$ cat src/rtl/ring_pkg.sv
// Shared packet layout, routing constants and helpers for the ring NIC.
// Optional RING_NIC_STATS_EN in ring_nic adds injection/ejection counters.
package ring_pkg;

   localparam int NUM_NODES = 4;
   localparam int NODE_W    = 2;
   localparam int DATA_W    = 32;
   localparam int ENTRY_W   = NODE_W + DATA_W;
   localparam int PKT_W     = 64;

   localparam int VC_BIT    = 63;
   localparam int DIR_BIT   = 62;
   localparam int RSVD_LSB  = 56;
   localparam int RSVD_W    = 6;
   localparam int HOP_LSB   = 48;
   localparam int HOP_W     = 8;
   localparam int SRC_LSB   = 32;
   localparam int SRC_W     = 16;
   localparam int DATA_LSB  = 0;

   localparam logic DIR_CW  = 1'b0;
   localparam logic DIR_CCW = 1'b1;

   localparam logic [HOP_W-1:0] HOP_NEAR = 8'h01;
   localparam logic [HOP_W-1:0] HOP_FAR  = 8'h03;

   typedef struct packed {
      logic [NODE_W-1:0] node;
      logic [DATA_W-1:0] data;
   } entry_t;

   typedef struct packed {
      logic              vc;
      logic              dir;
      logic [RSVD_W-1:0] rsvd;
      logic [HOP_W-1:0]  hop;
      logic [SRC_W-1:0]  src;
      logic [DATA_W-1:0] data;
   } pkt_t;

   typedef struct packed {
      logic             loopback;
      logic             dir;
      logic [HOP_W-1:0] hop;
   } route_t;

   // Offset is (dest - self) mod 4; 0 means the packet never leaves the NIC.
   function automatic route_t route(input logic [NODE_W-1:0] off);
      route_t r;
      r.loopback = 1'b0;
      r.dir      = DIR_CW;
      r.hop      = HOP_NEAR;
      unique case (off)
         2'd0: r.loopback = 1'b1;
         2'd1: r.hop      = HOP_NEAR;
         2'd2: r.hop      = HOP_FAR;
         2'd3: r.dir      = DIR_CCW;
         default: r.loopback = 1'b0;
      endcase
      return r;
   endfunction

endpackage

$ cat src/rtl/ring_nic_fifo.sv
// Synchronous FIFO with occupancy count; head is read straight from storage.
// DEPTH must be a power of two so the pointers wrap naturally.
module ring_nic_fifo #(
   parameter int WIDTH = 34,
   parameter int DEPTH = 4
) (
   input  logic                     clk,
   input  logic                     reset,
   input  logic                     push,
   input  logic [WIDTH-1:0]         push_data,
   input  logic                     pop,
   output logic [WIDTH-1:0]         head,
   output logic [$clog2(DEPTH):0]   count
);

   localparam int AW = $clog2(DEPTH);

   logic [WIDTH-1:0] mem [DEPTH];
   logic [AW-1:0]    wr_ptr;
   logic [AW-1:0]    rd_ptr;

   always_ff @(posedge clk) begin
      if (push) begin
         mem[wr_ptr] <= push_data;
      end
   end

   always_ff @(posedge clk or negedge reset) begin
      if (!reset) begin
         wr_ptr <= '0;
         rd_ptr <= '0;
         count  <= '0;
      end else begin
         if (push) begin
            wr_ptr <= wr_ptr + 1'b1;
         end
         if (pop) begin
            rd_ptr <= rd_ptr + 1'b1;
         end
         unique case ({push, pop})
            2'b10:   count <= count + 1'b1;
            2'b01:   count <= count - 1'b1;
            default: count <= count;
         endcase
      end
   end

   assign head = mem[rd_ptr];

endmodule

$ cat src/rtl/ring_nic.sv
// Ring NIC: builds ring packets from CPU payloads, buffers ejections, loops back self traffic.
// Define RING_NIC_STATS_EN to add tx_pkt_cnt / rx_pkt_cnt ring traffic counters.
module ring_nic
   import ring_pkg::*;
#(
   parameter int NODE_ID  = 0,
   parameter int TX_DEPTH = 4,
   parameter int RX_DEPTH = 4
) (
   input  logic        clk,
   input  logic        reset,
   input  logic        cpu_tx_valid,
   output logic        cpu_tx_ready,
   input  logic [1:0]  cpu_tx_dest,
   input  logic [31:0] cpu_tx_data,
   output logic        cpu_rx_valid,
   input  logic        cpu_rx_ready,
   output logic [1:0]  cpu_rx_src,
   output logic [31:0] cpu_rx_data,
   input  logic        polarity,
   output logic        pesi,
   output logic [63:0] pedi,
   input  logic        peri,
   input  logic        peso,
   input  logic [63:0] pedo,
   output logic        pero
`ifdef RING_NIC_STATS_EN
   ,
   output logic [15:0] tx_pkt_cnt,
   output logic [15:0] rx_pkt_cnt
`endif
);

   localparam int TXA = $clog2(TX_DEPTH);
   localparam int RXA = $clog2(RX_DEPTH);
   localparam logic [NODE_W-1:0] NODE = NODE_W'(NODE_ID);

   logic [ENTRY_W-1:0] tx_raw;
   logic [ENTRY_W-1:0] rx_raw;
   logic [ENTRY_W-1:0] rx_in;
   logic [TXA:0]       tx_count;
   logic [RXA:0]       rx_count;
   entry_t             tx_head;
   entry_t             rx_head;
   route_t             rt;
   pkt_t               pkt;

   logic tx_valid;
   logic tx_push;
   logic tx_pop;
   logic rx_push;
   logic rx_pop;
   logic inject;
   logic eject;
   logic loop_push;
   logic unused_pedo;

   assign tx_head = entry_t'(tx_raw);
   assign rx_head = entry_t'(rx_raw);

   // Counts are powers of two wide+1, so "not full" is just a clear MSB.
   assign cpu_tx_ready = ~tx_count[TXA];
   assign pero         = ~rx_count[RXA];
   assign tx_valid     = |tx_count;
   assign cpu_rx_valid = |rx_count;

   assign rt   = route(tx_head.node - NODE);
   assign pesi = tx_valid & ~rt.loopback;

   assign tx_push   = cpu_tx_valid & cpu_tx_ready;
   assign inject    = pesi & peri;
   assign eject     = peso & pero;
   // Ring ejection wins the single RX write port; loopback waits a cycle.
   assign loop_push = tx_valid & rt.loopback & pero & ~eject;
   assign tx_pop    = inject | loop_push;
   assign rx_push   = eject | loop_push;
   assign rx_pop    = cpu_rx_valid & cpu_rx_ready;

   assign rx_in = eject ? pedo[ENTRY_W-1:0] : {NODE, tx_head.data};

   always_comb begin
      pkt      = '0;
      pkt.vc   = polarity;
      pkt.dir  = rt.dir;
      pkt.hop  = rt.hop;
      pkt.src  = SRC_W'(NODE);
      pkt.data = tx_head.data;
   end

   assign pedi        = pesi ? pkt : '0;
   assign cpu_rx_src  = cpu_rx_valid ? rx_head.node : '0;
   assign cpu_rx_data = cpu_rx_valid ? rx_head.data : '0;

   assign unused_pedo = ^pedo[PKT_W-1:ENTRY_W];

   ring_nic_fifo #(
      .WIDTH (ENTRY_W),
      .DEPTH (TX_DEPTH)
   ) u_tx_fifo (
      .clk       (clk),
      .reset     (reset),
      .push      (tx_push),
      .push_data ({cpu_tx_dest, cpu_tx_data}),
      .pop       (tx_pop),
      .head      (tx_raw),
      .count     (tx_count)
   );

   ring_nic_fifo #(
      .WIDTH (ENTRY_W),
      .DEPTH (RX_DEPTH)
   ) u_rx_fifo (
      .clk       (clk),
      .reset     (reset),
      .push      (rx_push),
      .push_data (rx_in),
      .pop       (rx_pop),
      .head      (rx_raw),
      .count     (rx_count)
   );

`ifdef RING_NIC_STATS_EN
   always_ff @(posedge clk or negedge reset) begin
      if (!reset) begin
         tx_pkt_cnt <= '0;
         rx_pkt_cnt <= '0;
      end else begin
         if (inject) begin
            tx_pkt_cnt <= tx_pkt_cnt + 16'd1;
         end
         if (eject) begin
            rx_pkt_cnt <= rx_pkt_cnt + 16'd1;
         end
      end
   end
`endif

endmodule
$ cat config.mk
export PLATFORM = sky130hd
export DESIGN_NAME = ring_nic
export DESIGN_NICKNAME = d
export VERILOG_FILES = /design/src/rtl/ring_pkg.sv /design/src/rtl/ring_nic_fifo.sv /design/src/rtl/ring_nic.sv
export SDC_FILE = /design/constraint.sdc
export NUM_CORES = 1
export LEC_CHECK = 0
export CAP_MARGIN = 20
export CORE_MARGIN = 2
export CORE_UTILIZATION = 45
export CTS_CLUSTER_DIAMETER = 200
export DETAILED_ROUTE_END_ITERATION = 8
export GPL_TIMING_DRIVEN = 0
export PLACE_DENSITY = 0.7
export SETUP_SLACK_MARGIN = 0.4
export SLEW_MARGIN = 25
export SYNTH_ARGS = -nofsm -noshare
export SYNTH_HDL_FRONTEND = slang
export SYNTH_SLANG_ARGS = --single-unit
$ cat constraint.sdc
create_clock -name clk -period 5.3 [get_ports clk]
set_clock_uncertainty 0.15 [all_clocks]
set_input_delay 1.325 -clock clk [delete_from_list [all_inputs] [get_ports clk]]
set_output_delay 1.325 -clock clk [all_outputs]
set_load 0.02 [all_outputs]
Yosys cells after proc, flatten, opt, wreduce, memory -nomap -nowiden. Memory sizes are Yosys's and may differ from the RTL's. Index checks and enable logic that the tools add are counted.

Bits in registers: 14. RAM bits: 272. Output and inout port bits: 102. Word-level logic and storage cells: 54. Memories: 2.

Memory list: u_rx_fifo.mem (words 4, width 34, rd ports 1, clocked after memory_dff 0, write ports 1, line ring_nic_fifo.sv:18) `logic [WIDTH-1:0] mem [DEPTH];`; u_tx_fifo.mem (words 4, width 34, rd ports 1, clocked after memory_dff 0, write ports 1, line ring_nic_fifo.sv:18).

Add/sub/neg operators: 8. Eq/ne operators: 6. Muxes and demuxes: 13. Bitwise operators: 14. Reductions and logical operators: 5.

Operator list (number): two-way mux 64 bit (1); two-way mux 34 bit (1); two-way mux 32 bit (1); one-hot mux 3 bit (2 select lines) (2); adder 2 x 1 -> 2 bit (second input constant) (4); bitwise AND 1 bit (8); == test 2 bit (second input constant) (4); adder 3 x 1 -> 3 bit (second input constant) (2); two-way mux 1 bit (6); OR reduction 3 bit (2); subtractor 3 x 1 -> 3 bit (second input constant) (2); == test 2 x 1 -> 1 bit (second input constant) (2); two-way mux 2 bit (2); NOT 1 bit (4); nonzero test 2 bit (2); zero test 2 bit (1); bitwise OR 1 bit (2).

Logic depth before layout (Yosys ltp). An unclocked memory read counts as a cell.

Depth in word-level cells: 9. Depth in mapped cells: 11. Gate-level depth less buffers: 10.

Modules after synthesis. A second synthesis with hierarchy kept.

Cell total of the unflattened synthesis: 581. Area, all modules: 12021.5 µm².

By module, submodules not included: ring_nic_fifo (instances 2, cells an instance 212, area each 5347.6 µm², sequential area each 4259.1 µm²); ring_nic (instances 1, cells an instance 157, area each 1326.3 µm², sequential area each 0.0 µm²).

Least setup slack after synthesis. No wires, ideal clock.

Path kind: register -> output. From: register u_tx_fifo.rd_ptr[0]. To: output port pedi[10]. Data arrival time: 1.709 ns. Data required time: 3.825 ns. Path slack: 2.116 ns. Stages on the path, launching flop included: 6. Cells stage by stage: dfrtp_1 buf_6 mux4_2 o21ai_2 clkbuf_1 nor2b_1.

Cells in the longest elaborated chain, start to end: 6.

RTL lines: start, declared (line ring_nic_fifo.sv:20) `logic [AW-1:0] rd_ptr;`; start signal, assigned (line ring_nic_fifo.sv:38) `rd_ptr <= rd_ptr + 1'b1;`; memory read (4 x 34 bit) *; zero test 2 bit (line ring_pkg.sv:53) `unique case (off)`; two-way mux 1 bit (line ring_pkg.sv:53); NOT 1 bit (line ring_nic.sv:68) `assign pesi = tx_valid & ~rt.loopback;`; bitwise AND 1 bit (line ring_nic.sv:68); two-way mux 64 bit * (line ring_nic.sv:90) `assign pedi = pesi ? pkt : '0;`; end, declared (line ring_nic.sv:22) `output logic [63:0] pedi,`.

Every way passes the cells marked *; elsewhere a longest branch is shown, timed or not.

Final worst setup path.
From: register u_tx_fifo.rd_ptr[1]. To: output port pedi[25].

Same word-level chain as after synthesis.

==> results.json <==
{
  "layoutNonFillerInstCount": 1162,
  "tightest_slew_ns": 0.7216,
  "worstHoldPathCells": 1,
  "p_seq_share_pct": 34.7,
  "numCtsBuffers": 29,
  "crit_cells": 6,
  "vias": 5892,
  "synth-warning-count": 0,
  "hp-class": "register to register",
  "clockRootBuffer": "clkbuf_16",
  "numPlacedInstances": 1109,
  "core_um2": 25840,
  "diodes": 0,
  "fin_tns_setup_ns": 0,
  "r2r_cells": 10,
  "die_h_um": 165.6,
  "antenna_left": 0,
  "place_ws_ns": 1.049,
  "synth.cell_area_um2": 11750,
  "cts_tree": "built",
  "leakagePower_nw": 5.096,
  "grt_usage_pct": 17.54,
  "drv_slew": 0,
  "setup_violations": 0,
  "p_sw_mw": 3.077,
  "start_util_pct": 45.47,
  "finalCritPeriodShare_pct": 85.53,
  "postRouteWirelength_um": 23710,
  "drive_above_1_share_pct": 24.30,
  "cpPeakStageDelay_ns": 0.55,
  "nFillCells": 1950,
  "io_pins": 207,
  "layout_commonest_cell": "edfxtp_1",
  "hold_start": "u_rx_fifo.count[0]",
  "synth-edff-count": 272,
  "rsz0062_at_grt": "false",
  "crit_family": "buffers and inverters",
  "fin_util_pct": 57.66,
  "insertion_delay_ns": 0.54,
  "drc": 0,
  "clockPowerShare_pct": 21.8,
  "use_met1_pct": 21.39,
  "die_w_um": 165.6,
  "intPower_mw": 6.314,
  "clock_path_buffers": 3,
  "routed_via_density": 5.071,
  "switching_share_pct": 32.77,
  "synth_flop_cell": "edfxtp_1",
  "critical_path_buf_inv_count": 3,
  "yosysTopAreaCellShare_pct": 69.53,
  "crit_chain": "clkbuf_1, mux4_2, o21ai_2, clkbuf_2, nor2b_1, clkdlybuf4s50_1",
  "worst_ep_arrival_time_ns": 3.06,
  "fp.dieArea_um2": 27410,
  "nets": 922,
  "worstPathMaxFanout": 10,
  "io_buffers": 148,
  "cp_data_required_time_ns": 3.83,
  "drv_cap": 0,
  "hpwl_um": 16550,
  "cts_sinks": 286,
  "synthArstFlopShare_pct": 4.895,
  "p_comb_share_pct": 43.5,
  "synth_cell_types": 31,
  "wl_per_cell_um": 20.40,
  "fmax_mhz": 220.6,
  "routabilityCongestion": 0.6965,
  "cts_setup_buffers": 0,
  "grt_pass1_vias": 6377,
  "crit_type": "register to output pin",
  "syn_to_final_growth_pct": 26.82,
  "end_kind": "output pin",
  "busiest_layer": "met2",
  "drt_first_pass_iters": 4,
  "crit_path_start": "u_tx_fifo.rd_ptr[1]",
  "grt_pass1_wl_um": 35750,
  "finalPower_mw": 9.391,
  "drt_iter0_drc": 331,
  "max_slew_margin_pct": 51.89,
  "outcome": "finished clean",
  "num_rows": 59,
  "grtUsageMet3_pct": 3.122,
  "p_per_area_nw_per_um2": 630.3,
  "synth.ff_latch_count": 286,
  "cts.clk_slew.worst_paths_ns": 0.06,
  "gr-total-overflow": 0,
  "mostFrequentLayoutCells": "edfxtp_1, clkdlybuf4s50_1, mux4_2",
  "synth_cells": 591,
  "final_hold_viol_count": 0,
  "fin_ws_ns": 0.7671,
  "post-route-min-period_ns": 4.533,
  "grt_max_degree": 25,
  "cts_max_level": 1,
  "r2r-start": "u_tx_fifo.rd_ptr[1]",
  "synth_area_leaders": "edfxtp_1, mux4_2, mux2_2",
  "crit_path_start_kind": "register",
  "use_met2_pct": 31.95,
  "post-synth-top-area-cell": "edfxtp_1",
  "antenna_found_initial": 0,
  "crit_slowest_cell": "clkdlybuf4s50_1",
  "ir_drop_mv": 0.3826,
  "syn_avg_cell_area_um2": 19.88,
  "synth-seq-area-share_pct": 72.51
}
[path summary, 6_finish.rpt]
path	to	slack, ns
worst max register to register	u_tx_fifo.count[2]	2.23
max in group asynchronous	u_tx_fifo.rd_ptr[1]	3.50
worst min-delay path	u_rx_fifo.count[0]	0.35
worst max-delay path	pedi[25]	0.77
min in group asynchronous	u_tx_fifo.count[2]	1.05
worst min register to register	u_rx_fifo.count[0]	0.35
[power by group through the flow]
stage          Sequential, mW  Clock [mW]  Combinational (mW)
6_report                 3.26        2.05                4.09
4_1_cts                  3.26        2.08                4.16
2_1_floorplan            3.27           0                2.48
3_3_place_gp             3.29           0                4.00
3_5_place_dp             3.30           0                4.13
5_1_grt                  3.29        2.19                4.42
[registers in the layout, indices dropped and copies added, names as in the netlist]
signal / flops
u_rx_fifo.mem: 136
u_tx_fifo.mem: 136
u_rx_fifo.count: 3
u_tx_fifo.count: 3
u_rx_fifo.rd_ptr: 2
u_rx_fifo.wr_ptr: 2
u_tx_fifo.rd_ptr: 2
u_tx_fifo.wr_ptr: 2
[layout make-up]
| cell class | instances | area (µm²) | area share (%) |
|---|---|---|---|
| Buffer | 57 | 342.8 | 2.301 |
| Multi-Input combinational cell | 259 | 2942 | 19.74 |
| Tap cell | 335 | 419.2 | 2.813 |
| Inverter | 16 | 60.06 | 0.4031 |
| Clock buffer | 33 | 740.7 | 4.972 |
| Timing Repair Buffer | 156 | 1649 | 11.07 |
| Sequential cell | 286 | 8518 | 57.18 |
| Clock inverter | 20 | 226.5 | 1.520 |
[stage by stage]
stage | instance area [µm²] | hold WS, ns
6_report | 14900 | 0.3506
5_1_grt | 14900 | 0.3766
4_1_cts | 14890 | 0.3500
3_5_place_dp | 13930 | 0.3392
3_3_place_gp | 13750 | 0.3263
2_1_floorplan | 11850 | 0.3117
[routing by layer]
metal | share of wire (%) | vias up
li1 | - | 2683
met1 | 38 | 2981
met2 | 53 | 187
met3 | 6.6 | 41
met4 | 2.3 | 0
met5 | 0 | -
[cells in the mapped netlist (10+ instances only)]
| master | n |
|---|---|
| edfxtp_1 | 272 |
| mux4_2 | 68 |
| and2_1 | 44 |
| nor2b_1 | 33 |
| mux2_2 | 32 |
| buf_4 | 29 |
| clkbuf_1 | 16 |
| inv_1 | 15 |
| dfrtp_1 | 14 |
| ha_1 | 10 |
[cell families after synthesis]
| logic type | after synthesis | synth area share [%] |
|---|---|---|
| XOR/XNOR | 12 | 0.8947 |
| AO/OA/AOI/OAI | 7 | 0.5006 |
| adder cells (fa/ha/maj) | 12 | 1.406 |
| flip-flops | 286 | 72.51 |
| AND/OR/NAND/NOR | 97 | 4.899 |
| multiplexers | 103 | 16.36 |
| buffers and inverters | 73 | 3.397 |
| other | 1 | 0.03192 |
[repair_timing]
| item | CTS | global route |
|---|---|---|
| endpoints found under the hold margin | 0 | 0 |
| endpoints found under the setup margin | 0 | 18 |
| hold buffers | 0 | 0 |
| resized for setup | 0 | 6 |
No activity file was read; power rests on OpenSTA's default activity.
